## config.mk

```make
export PLATFORM = sky130hd
export DESIGN_NAME = reg_wr_arbiter
export DESIGN_NICKNAME = d
export VERILOG_FILES = /design/src/rtl/reg_wr_arbiter.sv
export SDC_FILE = /design/constraint.sdc
export NUM_CORES = 1
export LEC_CHECK = 0
export BUFFER_PORTS_ARGS = -buffer_cell sky130_fd_sc_hd__clkbuf_2
export CAP_MARGIN = 30
export CORE_MARGIN = 4
export CORE_UTILIZATION = 44
export DETAILED_ROUTE_END_ITERATION = 10
export HOLD_SLACK_MARGIN = 0.05
export PLACE_DENSITY = 0.89
export SLEW_MARGIN = 20
export SYNTH_ARGS = -nofsm -noshare
export SYNTH_HDL_FRONTEND = slang
export SYNTH_SLANG_ARGS = --single-unit
```

## constraint.sdc

```tcl
create_clock -name clk -period 2 [get_ports clk]
set_input_delay 0.3 -clock clk [delete_from_list [all_inputs] [get_ports clk]]
set_output_delay 0.3 -clock clk [all_outputs]
set_load 0.01 [all_outputs]
```

## src/rtl/reg_wr_arbiter.sv

```systemverilog
`default_nettype none
// +----------------------------------------------------------------------------+
// | reg_wr_arbiter: round-robin owner of the register bank write port, clears  |
// | r0..r14 after reset and drops writes aimed at the PC register. Rev 1.0      |
// +----------------------------------------------------------------------------+
module reg_wr_arbiter #(
  parameter int DATA_W  = 32,
  parameter int ADDR_W  = 4,
  parameter int PC_ADDR = 15,
  parameter int INIT_EN = 1
) (
  input  logic              clk,
  input  logic              rst,
  input  logic              hold,
  input  logic              a_valid,
  input  logic [ADDR_W-1:0] a_addr,
  input  logic [DATA_W-1:0] a_data,
  output logic              a_ready,
  input  logic              b_valid,
  input  logic [ADDR_W-1:0] b_addr,
  input  logic [DATA_W-1:0] b_data,
  output logic              b_ready,
  output logic              we3,
  output logic [ADDR_W-1:0] wa3,
  output logic [DATA_W-1:0] wd3,
  output logic              init_done,
  output logic              pc_wr_err
);

  typedef enum logic [0:0] {
    S_INIT = 1'b0,
    S_RUN  = 1'b1
  } state_t;

  localparam state_t            RST_STATE = (INIT_EN != 0) ? S_INIT : S_RUN;
  localparam logic [ADDR_W-1:0] PC_A      = PC_ADDR[ADDR_W-1:0];
  // Last register cleared: every address except the top one (the PC).
  localparam logic [ADDR_W-1:0] LAST_INIT = {{(ADDR_W-1){1'b1}}, 1'b0};
  localparam logic              PRIO_A    = 1'b0;
  localparam logic              PRIO_B    = 1'b1;

  state_t            state, state_n;
  logic [ADDR_W-1:0] cnt, cnt_n;
  logic              prio, prio_n;
  logic              we3_n;
  logic [ADDR_W-1:0] wa3_n;
  logic [DATA_W-1:0] wd3_n;
  logic              init_done_n;
  logic              pc_wr_err_n;
  logic              grant_a, grant_b;
  logic [ADDR_W-1:0] sel_addr;
  logic [DATA_W-1:0] sel_data;

  always_ff @(posedge clk) begin
    if (rst) begin
      state     <= RST_STATE;
      cnt       <= '0;
      prio      <= PRIO_A;
      we3       <= 1'b0;
      wa3       <= '0;
      wd3       <= '0;
      init_done <= 1'b0;
      pc_wr_err <= 1'b0;
    end else begin
      state     <= state_n;
      cnt       <= cnt_n;
      prio      <= prio_n;
      we3       <= we3_n;
      wa3       <= wa3_n;
      wd3       <= wd3_n;
      init_done <= init_done_n;
      pc_wr_err <= pc_wr_err_n;
    end
  end

  always_comb begin
    state_n     = state;
    cnt_n       = cnt;
    prio_n      = prio;
    we3_n       = 1'b0;
    wa3_n       = wa3;
    wd3_n       = wd3;
    init_done_n = init_done;
    pc_wr_err_n = 1'b0;
    grant_a     = 1'b0;
    grant_b     = 1'b0;
    sel_addr    = a_addr;
    sel_data    = a_data;

    case (state)
      S_INIT: begin
        we3_n = 1'b1;
        wa3_n = cnt;
        wd3_n = '0;
        cnt_n = cnt + 1'b1;
        if (cnt == LAST_INIT) begin
          state_n     = S_RUN;
          init_done_n = 1'b1;
        end
      end

      S_RUN: begin
        init_done_n = 1'b1;
        // Readies are gated by rst so nothing looks accepted on a reset edge.
        if (!hold && !rst) begin
          grant_a = a_valid && (!b_valid || (prio == PRIO_A));
          grant_b = b_valid && (!a_valid || (prio == PRIO_B));
        end
        if (grant_b) begin
          sel_addr = b_addr;
          sel_data = b_data;
        end
        if (grant_a || grant_b) begin
          prio_n = grant_a ? PRIO_B : PRIO_A;
          if (sel_addr == PC_A) begin
            pc_wr_err_n = 1'b1;
          end else begin
            we3_n = 1'b1;
            wa3_n = sel_addr;
            wd3_n = sel_data;
          end
        end
      end

      default: state_n = RST_STATE;
    endcase
  end

  assign a_ready = grant_a;
  assign b_ready = grant_b;

endmodule
`default_nettype wire

```

==> impl_metrics.tcl, run 1 <==
set metrics [dict create \
    status "finished, final reports clean" \
    ys_seq_area_frac 0.438 \
    fin_nets 385 \
    synth_top_flop_cell "dfxtp_1" \
    dieArea_um2 5830 \
    drt_wl_total_um 5530 \
    setup_violations 0 \
    drt_pass1_iterations 4 \
    antenna_cells 0 \
    placed_area_um2 2660 \
    htreeDepth 2 \
    drt_iter0_markers 29 \
    grt_pass1_vias 1919 \
    cts_buffers 5 \
    dieHeight_um 76.3 \
    maxSlewHeadroom 0.436 \
    post-cts-setup-buffer-count 0 \
    utilization 0.620 \
    syn_nets 266 \
    area_delta_synth_final_pct 34.2 \
    synth-edff-count 0 \
    cts_tree "built" \
    worstPathRequired_ns 2.15 \
    p_per_area_nw_per_um2 590 \
    insertion_delay_ns 0.29 \
    layout_min_cycle_time_ns 1.90 \
    ys_types 35 \
    gp_congestion 0.933 \
    grt_overflow 0 \
    path_class "reg2reg" \
    ir_drop_mv 0.521 \
    rows 24 \
    worst_hold_path_type "in2reg" \
    root_buffer "clkbuf_8" \
    worstPathMaxFanout 16 \
    skew_ns 0.00533 \
    drive_above_1_share 0.463 \
    post_drt_via_cell_ratio 5.30 \
    num_vias 1903 \
    cts_resized 0 \
    io_buffers 117 \
    grt_pass1_wl_um 9030 \
    cp-start-kind "flop" \
    drc 0 \
    antenna_found_initial 0 \
    drv_slew 0 \
    core_um2 4440 \
    totalPowerFinal_mw 1.63 \
    yosys_warnings 0 \
    syn_avg_cell_area_um2 11.0 \
    maxCapViolCount 0 \
    end_kind "flop" \
    fmax_ghz 0.527 \
    worst_slew_pin_slew_ns 0.845 \
    cts_sinks 45 \
    postRouteAntennaNets 0 \
    clk_pin_slew_worst_paths_ns 0.08 \
    stdcell_area_um2 2760 \
    hold_buffers 0 \
    holdWs_ns 0.272 \
    grt_util_all_layers 0.188 \
    routedWlPerCell_um 15.4 \
    p_leak_nw 1.45 \
    start_util 0.462 \
    grt_start_max_net_pins 33 \
    die_w_um 76.3 \
    reg2reg_slack_ns 0.10 \
    ios 118 \
    clk_path_buf_depth 2 \
    finalCritPeriodShare 0.948 \
    ys_ff_latch 45 \
    synthCells 187 \
    worstPathArrival_ns 2.04 \
    async_flop_share 0 \
    netlist_area_um2 2050 \
    finalHoldViolations 0 \
    hpwlAfterDp_um 4300 \
]
## synthesized netlist by cell type, types with 2 or more instances
library cell   n  share of area
nand2b_1       2         0.0061
o2bb2ai_1     28           0.12
a21oi_1        4         0.0097
nand3_1        2         0.0049
mux2i_1       32           0.16
nand4_1        2         0.0061
o2bb2ai_2      4          0.029
nor2_1        10          0.018
buf_6          5          0.027
nand2_1        4         0.0073
o31ai_1        3          0.011
buf_2          7          0.017
nor3_1         5          0.012
nor2b_1        2         0.0061
inv_1          7          0.013
nand3b_1       4          0.015
o32ai_1        3          0.013
ha_1           2          0.012
dfxtp_1       45           0.44
## where the power goes
part           internal, mW  switching, mW
clock network         0.242          0.284
registers             0.905        0.00909
logic                 0.102         0.0843
## per-layer routing
| layer | vias up | part of all wire | track usage |
|---|---|---|---|
| li1 | 946 | - | - |
| met1 | 879 | 0.41 | 0.213 |
| met2 | 71 | 0.50 | 0.330 |
| met3 | 7 | 0.079 | 0.0745 |
| met4 | 0 | 0.010 | 0.0417 |
| met5 | - | 0 | 0 |
## path summary, 6_finish.rpt
path                           from  depth (start not counted)                endpoint
min                      b_data[17]                          3    wd3[17]$_SDFFE_PP0P_
max               prio$_SDFFE_PP0P_                          4    wd3[30]$_SDFFE_PP0P_
min reg2reg  init_done$_SDFFE_PP0P_                          2  init_done$_SDFFE_PP0P_
max reg2reg       prio$_SDFFE_PP0P_                          4    wd3[30]$_SDFFE_PP0P_
## per-stage QoR
step                      std cells  worst slack, ns    TNS, ns
after floorplan                 187            0.452          0
after global placement          350            0.256          0
after detailed placement        350            0.150          0
after CTS                       358            0.154          0
after global routing            359        -0.000358  -0.000358
final                           359            0.104          0
## registers in the layout (all words and copies together), names as in the netlist
signal,cells
wd3,32
cnt,4
wa3,4
init_done,1
pc_wr_err,1
prio,1
state,1
we3,1
## critical path: stages, from the launching register on
cell and delay [ns]:
dfxtp_1 0.34, nand2b_1 0.27, and4_4 0.28, o21bai_2 0.69, o2bb2ai_1 0.16
## cells in the final DEF, fill, tap and decap left out, types with 4 or more instances in the layout
cell type  Yosys  routed
clkbuf_2       0     117
dfxtp_1       45      45
mux2i_1       32      32
o2bb2ai_1     28      28
nor2_1        10      10
inv_1          7       7
buf_4          0       7
nor3_1         5       5
clkbuf_8       0       5
a21oi_1        4       4
nand3b_1       4       4
nand2_1        4       4
o2bb2ai_2      4       4
## layout make-up
type / count / area (µm²)
Sequential cell: 45 / 901
Tap cell: 52 / 65.1
Clock buffer: 6 / 72.6
Timing Repair Buffer: 124 / 638
Clock inverter: 2 / 10.0
Fill cell: 390 / 1690
Multi-Input combinational cell: 123 / 1040
Inverter: 7 / 26.3
## kinds of logic after synthesis
logic type / Yosys count / share of synthesized area
fa+ha+maj: 2 / 0.0122
compound gates: 49 / 0.216
xor+xnor: 2 / 0.00853
buf+inv: 20 / 0.0591
mux: 33 / 0.161
flops: 45 / 0.438
simple gates: 36 / 0.104
Power figures use the tool's default switching activity.
==> inputs of run 2 (changes only) <==
--- a/config.mk
+++ b/config.mk
@@ -12,6 +12,7 @@
 export DETAILED_ROUTE_END_ITERATION = 10
 export HOLD_SLACK_MARGIN = 0.05
 export PLACE_DENSITY = 0.89
+export REMOVE_ABC_BUFFERS = 1
 export SLEW_MARGIN = 20
 export SYNTH_ARGS = -nofsm -noshare
 export SYNTH_HDL_FRONTEND = slang
==> run 2 against run 1 <==
Against the previous run: sequential share of layout area is essentially flat; sequential power is essentially flat; fmax grew 4.8%; worst hold slack lost 0.0076 ns; clock skew grew 0.00072 ns; wire length shrank 10%; power grew 0.85%; die area is the same; core utilization is the same; critical endpoint is now wd3[28]$_SDFFE_PP0P_.
==> impl_metrics.tcl, run 2 (same netlist as run 1, synthesis figures left out) <==
set metrics [dict create \
    status "finished, final reports clean" \
    routedWlPerCell_um 13.9 \
    finalHoldViolations 0 \
    largest_registers "wd3: 32 flops, cnt: 4 flops, wa3: 4 flops" \
    grt_pass1_vias 1829 \
    dieHeight_um 76.3 \
    worstPathRequired_ns 2.15 \
    grt_util_all_layers 0.170 \
    switching_power_mw 0.386 \
    hold_buffers 0 \
    internal_power_mw 1.25 \
    grt_start_max_net_pins 33 \
    cp-start-kind "flop" \
    r2r_cells 4 \
    fmax_ghz 0.553 \
    whs_path_depth 3 \
    most-common-layout-cells "117 x clkbuf_2, 44 x dfxtp_1, 32 x mux2i_1" \
    cts_resized 0 \
    drt_wl_total_um 4960 \
    root_buffer "clkbuf_8" \
    post_drt_via_cell_ratio 5.13 \
    critPathBufInv 0 \
    pwr-share-comb 0.112 \
    slowest_delay_ns 0.59 \
    io_buffers 117 \
    worstPathMaxFanout 32 \
    ios 118 \
    cts_buffers 5 \
    antenna_cells 0 \
    hpwlAfterDp_um 4020 \
    worstPathArrival_ns 1.96 \
    crit_path_cell_trace "nand2b_1, and4_4, o21bai_4, o2bb2ai_1" \
    regMostFlops "wd3" \
    clkPwrFrac 0.331 \
    path_delay_family "compound AO/OA/AOI/OAI gates" \
    p_per_area_nw_per_um2 595 \
    tns_ns 0 \
    ir_drop_mv 0.610 \
    min_from "b_data[22]" \
    timing.rr.end "wd3[28]$_SDFFE_PP0P_" \
    start_util 0.462 \
    rsz0062_at_grt "false" \
    insertion_delay_ns 0.29 \
    totalPowerFinal_mw 1.64 \
    drc 0 \
    layout_min_cycle_time_ns 1.81 \
    drt_pass1_iterations 4 \
    antenna_found_initial 0 \
    switching_share 0.235 \
    setup_violations 0 \
    slowest_stage "o21bai_4" \
    num_vias 1826 \
    power_frac_seq 0.557 \
    cts_sinks 45 \
    clk_pin_slew_worst_paths_ns 0.08 \
    drv_slew 0 \
    worst_slew_pin_slew_ns 0.745 \
    end_kind "flop" \
    grt_pass1_wl_um 8250 \
    dieArea_um2 5830 \
    maxCapViolCount 0 \
    clk_path_buf_depth 2 \
    maxSlewHeadroom 0.502 \
    skew_ns 0.00605 \
    htreeDepth 2 \
    gp_congestion 0.810 \
    drt_iter0_markers 51 \
    largest_reg_flops 32 \
    hold_end "wd3[22]$_SDFFE_PP0P_" \
    drive_above_1_share 0.467 \
    postRouteAntennaNets 0 \
    grt_overflow 0 \
    worst_hold_path_type "in2reg" \
    reg2reg_slack_ns 0.19 \
    finalCritPeriodShare 0.905 \
    path_class "reg2reg" \
    fin_nets 382 \
    layout_commonest_cell "clkbuf_2" \
    area_delta_synth_final_pct 34.2 \
    core_um2 4440 \
    cts_tree "built" \
    die_w_um 76.3 \
    p_leak_nw 1.45 \
    r2r_start "prio$_SDFFE_PP0P_" \
    rows 24 \
    post-cts-setup-buffer-count 0 \
]
run 2: cell types whose count changed in the layout (fill, tap and decap cells not counted), sizes merged:
cell and delta:
inv +1, clkbuf -1, clkinvlp +1, o21bai -1, clkinv -1, buf -2
run 2: worst max-delay path by stage:
stage	from	to	slack, ns	cells past startpoint
detailed placement	a_valid	wd3[11]$_SDFFE_PP0P_	0.18	5
finish	prio$_SDFFE_PP0P_	wd3[28]$_SDFFE_PP0P_	0.19	4
global placement	rst	wd3[31]$_SDFFE_PP0P_	0.26	5
floorplan	rst	pc_wr_err$_SDFF_PP0_	0.25	4
CTS	state$_SDFF_PP0_	a_ready	0.02	3
global route	prio$_SDFFE_PP0P_	wd3[3]$_SDFFE_PP0P_	0.02	4
run 2: power by group through the flow:
stage	registers [mW]	logic (mW)	clock network (mW)
floorplan	0.935	0.0791	0
global placement	0.934	0.179	0
detailed placement	0.934	0.185	0
CTS	0.913	0.185	0.569
global route	0.915	0.206	0.600
finish	0.913	0.183	0.543
run 2: per-stage QoR:
step / worst slack (ns) / std cells / cell area (µm²) / util / hold slack (ns)
5_1_grt: 0.0153 / 356 / 2760 / 0.620 / 0.268
3_3_place_gp: 0.256 / 348 / 2660 / 0.599 / 0.445
4_1_cts: 0.0183 / 356 / 2750 / 0.619 / 0.256
3_5_place_dp: 0.181 / 348 / 2660 / 0.599 / 0.447
6_report: 0.191 / 356 / 2760 / 0.620 / 0.265
2_1_floorplan: 0.251 / 174 / 1960 / - / 0.369
run 2: tightest hold or removal path, stage by stage:
cell and delay, ns:
clkbuf_2 0.07, mux2i_1 0.05, o2bb2ai_1 0.10
run 2: cell type report:
type,count,area [µm²]
tap,52,65.1
clock inverter,3,21.3
inverter,7,26.3
fill,376,1690
sequential,45,902
timing repair buffer,122,636
multi-input combinational,122,1040
clock buffer,5,68.8
run 2: metal layers:
layer / global-route usage / vias to the layer above / wire, µm
met1: 0.187 / 809 / 1940
met3: 0.0709 / 5 / 466
met5: 0 / - / 0
met2: 0.297 / 73 / 2500
li1: - / 939 / -
met4: 0.0543 / 0 / 47
==> inputs of run 3 (changes only) <==
--- a/config.mk
+++ b/config.mk
@@ -5,13 +5,13 @@
 export SDC_FILE = /design/constraint.sdc
 export NUM_CORES = 1
 export LEC_CHECK = 0
-export BUFFER_PORTS_ARGS = -buffer_cell sky130_fd_sc_hd__clkbuf_2
 export CAP_MARGIN = 30
 export CORE_MARGIN = 4
-export CORE_UTILIZATION = 44
+export CORE_UTILIZATION = 53
 export DETAILED_ROUTE_END_ITERATION = 10
+export DONT_BUFFER_PORTS = 1
 export HOLD_SLACK_MARGIN = 0.05
-export PLACE_DENSITY = 0.89
+export PLACE_DENSITY = 0.77
 export REMOVE_ABC_BUFFERS = 1
 export SLEW_MARGIN = 20
 export SYNTH_ARGS = -nofsm -noshare
==> run 3 against run 2 <==
Against the previous run: fmax increased by 3.0%; die area shrank 15%; register-to-register slack improved by 0.18 ns; non-clock buffer count down 114; clock power decreased by 4.1%; highest routed layer unchanged; sequential power increased by 0.4%; power decreased by 6.4%; sequential cell count did not move.
==> impl_metrics.tcl, run 3 (same netlist as run 1, synthesis figures left out) <==
set metrics [dict create \
    io_buffers 0 \
    maxCapViolCount 0 \
    slowest_delay_ns 0.34 \
    worstPathArrival_ns 1.46 \
    ios 118 \
    drive_above_1_share 0.132 \
    grt_start_max_net_pins 30 \
    r2r_start "prio$_SDFFE_PP0P_" \
    clk_pin_slew_worst_paths_ns 0.07 \
    grt_util_all_layers 0.172 \
    switching_power_mw 0.338 \
    min_from "rst" \
    postRouteAntennaNets 0 \
    drv_slew 0 \
    largest_reg_flops 32 \
    power_frac_seq 0.597 \
    hold_buffers 0 \
    dp.cells 230 \
    cts_buffers 5 \
    worst_slew_pin_slew_ns 0.545 \
    reg2reg_slack_ns 0.37 \
    core_um2 3720 \
    dieHeight_um 70.3 \
    worstPathRequired_ns 1.70 \
    clk_path_buf_depth 2 \
    root_buffer "clkbuf_8" \
    antenna_found_initial 0 \
    insertion_delay_ns 0.29 \
    cts_sinks 45 \
    skew_ns 0.00813 \
    crit_path_start "state$_SDFF_PP0_" \
    htreeDepth 2 \
    antenna_cells 0 \
    cp-start-kind "flop" \
    cts_resized 0 \
    grt_pass1_vias 1457 \
    rsz0062_at_grt "false" \
    regMostFlops "wd3" \
    switching_share 0.220 \
    most-common-layout-cells "45 x dfxtp_1, 32 x mux2i_1, 28 x o2bb2ai_1" \
    p_leak_nw 0.965 \
    slowest_stage "dfxtp_1" \
    busiest_layer "met2" \
    dieArea_um2 4940 \
    layout_commonest_cell "dfxtp_1" \
    grt_overflow 0 \
    p_per_area_nw_per_um2 699 \
    stdcell_area_um2 2190 \
    largest_registers "wd3: 32 flops, cnt: 4 flops, wa3: 4 flops" \
    clkPwrFrac 0.340 \
    finalCritPeriodShare 0.878 \
    grtUsageMet2 0.304 \
    start_util 0.553 \
    ir_drop_mv 0.528 \
    path_class "reg2out" \
    worst_hold_path_type "in2reg" \
    layout_min_cycle_time_ns 1.76 \
    finalHoldViolations 0 \
    hpwlAfterDp_um 3600 \
    nFillCells 342 \
    utilization 0.591 \
    grt_use_met3 0.0662 \
    cts_tree "built" \
    rows 22 \
    drc 0 \
    end_kind "output port" \
    crit_path_cell_trace "nand2b_1, buf_4, a2111oi_1, buf_4" \
    worstPathMaxFanout 4 \
    placed_area_um2 2110 \
    gp_congestion 0.871 \
    drt_iter0_markers 37 \
    fin_nets 268 \
    area_delta_synth_final_pct 6.82 \
    met1_usage 0.180 \
    routedWlPerCell_um 18.7 \
    post_drt_via_cell_ratio 6.19 \
    grt_pass1_wl_um 6920 \
    drt_wl_total_um 4450 \
    num_vias 1473 \
    fmax_ghz 0.569 \
    critPathBufInv 2 \
    maxSlewHeadroom 0.633 \
    tns_ns 0 \
    status "finished, final reports clean" \
    pwr-share-comb 0.063 \
    internal_power_mw 1.20 \
    post-cts-setup-buffer-count 0 \
    die_w_um 70.3 \
    crit_top_cell "buf_4" \
    instances_no_fill 238 \
    drt_pass1_iterations 5 \
    totalPowerFinal_mw 1.53 \
    path_delay_family "buffers and inverters" \
    setup_violations 0 \
]
[run 3: cell types whose count changed in the layout (fill, tap and decap cells not counted), sizes merged]
| cell | before | now |
|---|---|---|
| clkinv | 1 | 2 |
| buf | 5 | 8 |
| inv | 8 | 7 |
| clkinvlp | 1 | 0 |
| clkbuf | 122 | 6 |
[run 3: worst register-to-register path: cells and delay by family (launching register included)]
| family | cells | cell delay [ns] |
|---|---|---|
| and+or+nand+nor | 1 | 0.46 |
| AOI/OAI and AO/OA | 2 | 0.43 |
| buffers and inverters | 2 | 0.31 |
| DFF | 1 | 0.37 |
[run 3: final timing paths]
path,end,depth (start not counted)
max,a_ready,4
min,we3$_SDFF_PP0_,1
max reg2reg,wd3[22]$_SDFFE_PP0P_,5
min reg2reg,init_done$_SDFFE_PP0P_,2
[run 3: layout make-up]
type	instances	area (µm²)	share of cell area
Clock inverter	2	10.0	0.00456
Tap cell	48	60.1	0.0274
Timing Repair Buffer	8	92.6	0.0422
Multi-Input combinational cell	122	1030	0.470
Inverter	7	26.3	0.0120
Sequential cell	45	901	0.410
Clock buffer	6	72.6	0.0331
[run 3: power by group through the flow]
stage,combinational [mW],clock [mW],sequential [mW]
global route,0.108,0.585,0.918
floorplan,0.0791,0,0.935
global placement,0.0924,0,0.937
CTS,0.0981,0.543,0.916
detailed placement,0.0987,0,0.938
finish,0.0968,0.521,0.917
[run 3: per-stage QoR]
step	hold slack (ns)	worst slack [ns]
global placement	0.371	0.149
CTS	0.0634	0.229
finish	0.0758	0.244
detailed placement	0.375	0.370
floorplan	0.369	0.251
global route	0.0505	0.192
[run 3: per-layer routing]
| layer | up-vias | share of wire |
|---|---|---|
| met5 | - | 0 |
| met1 | 677 | 0.39 |
| met4 | 0 | 0.018 |
| li1 | 708 | - |
| met3 | 8 | 0.092 |
| met2 | 80 | 0.50 |
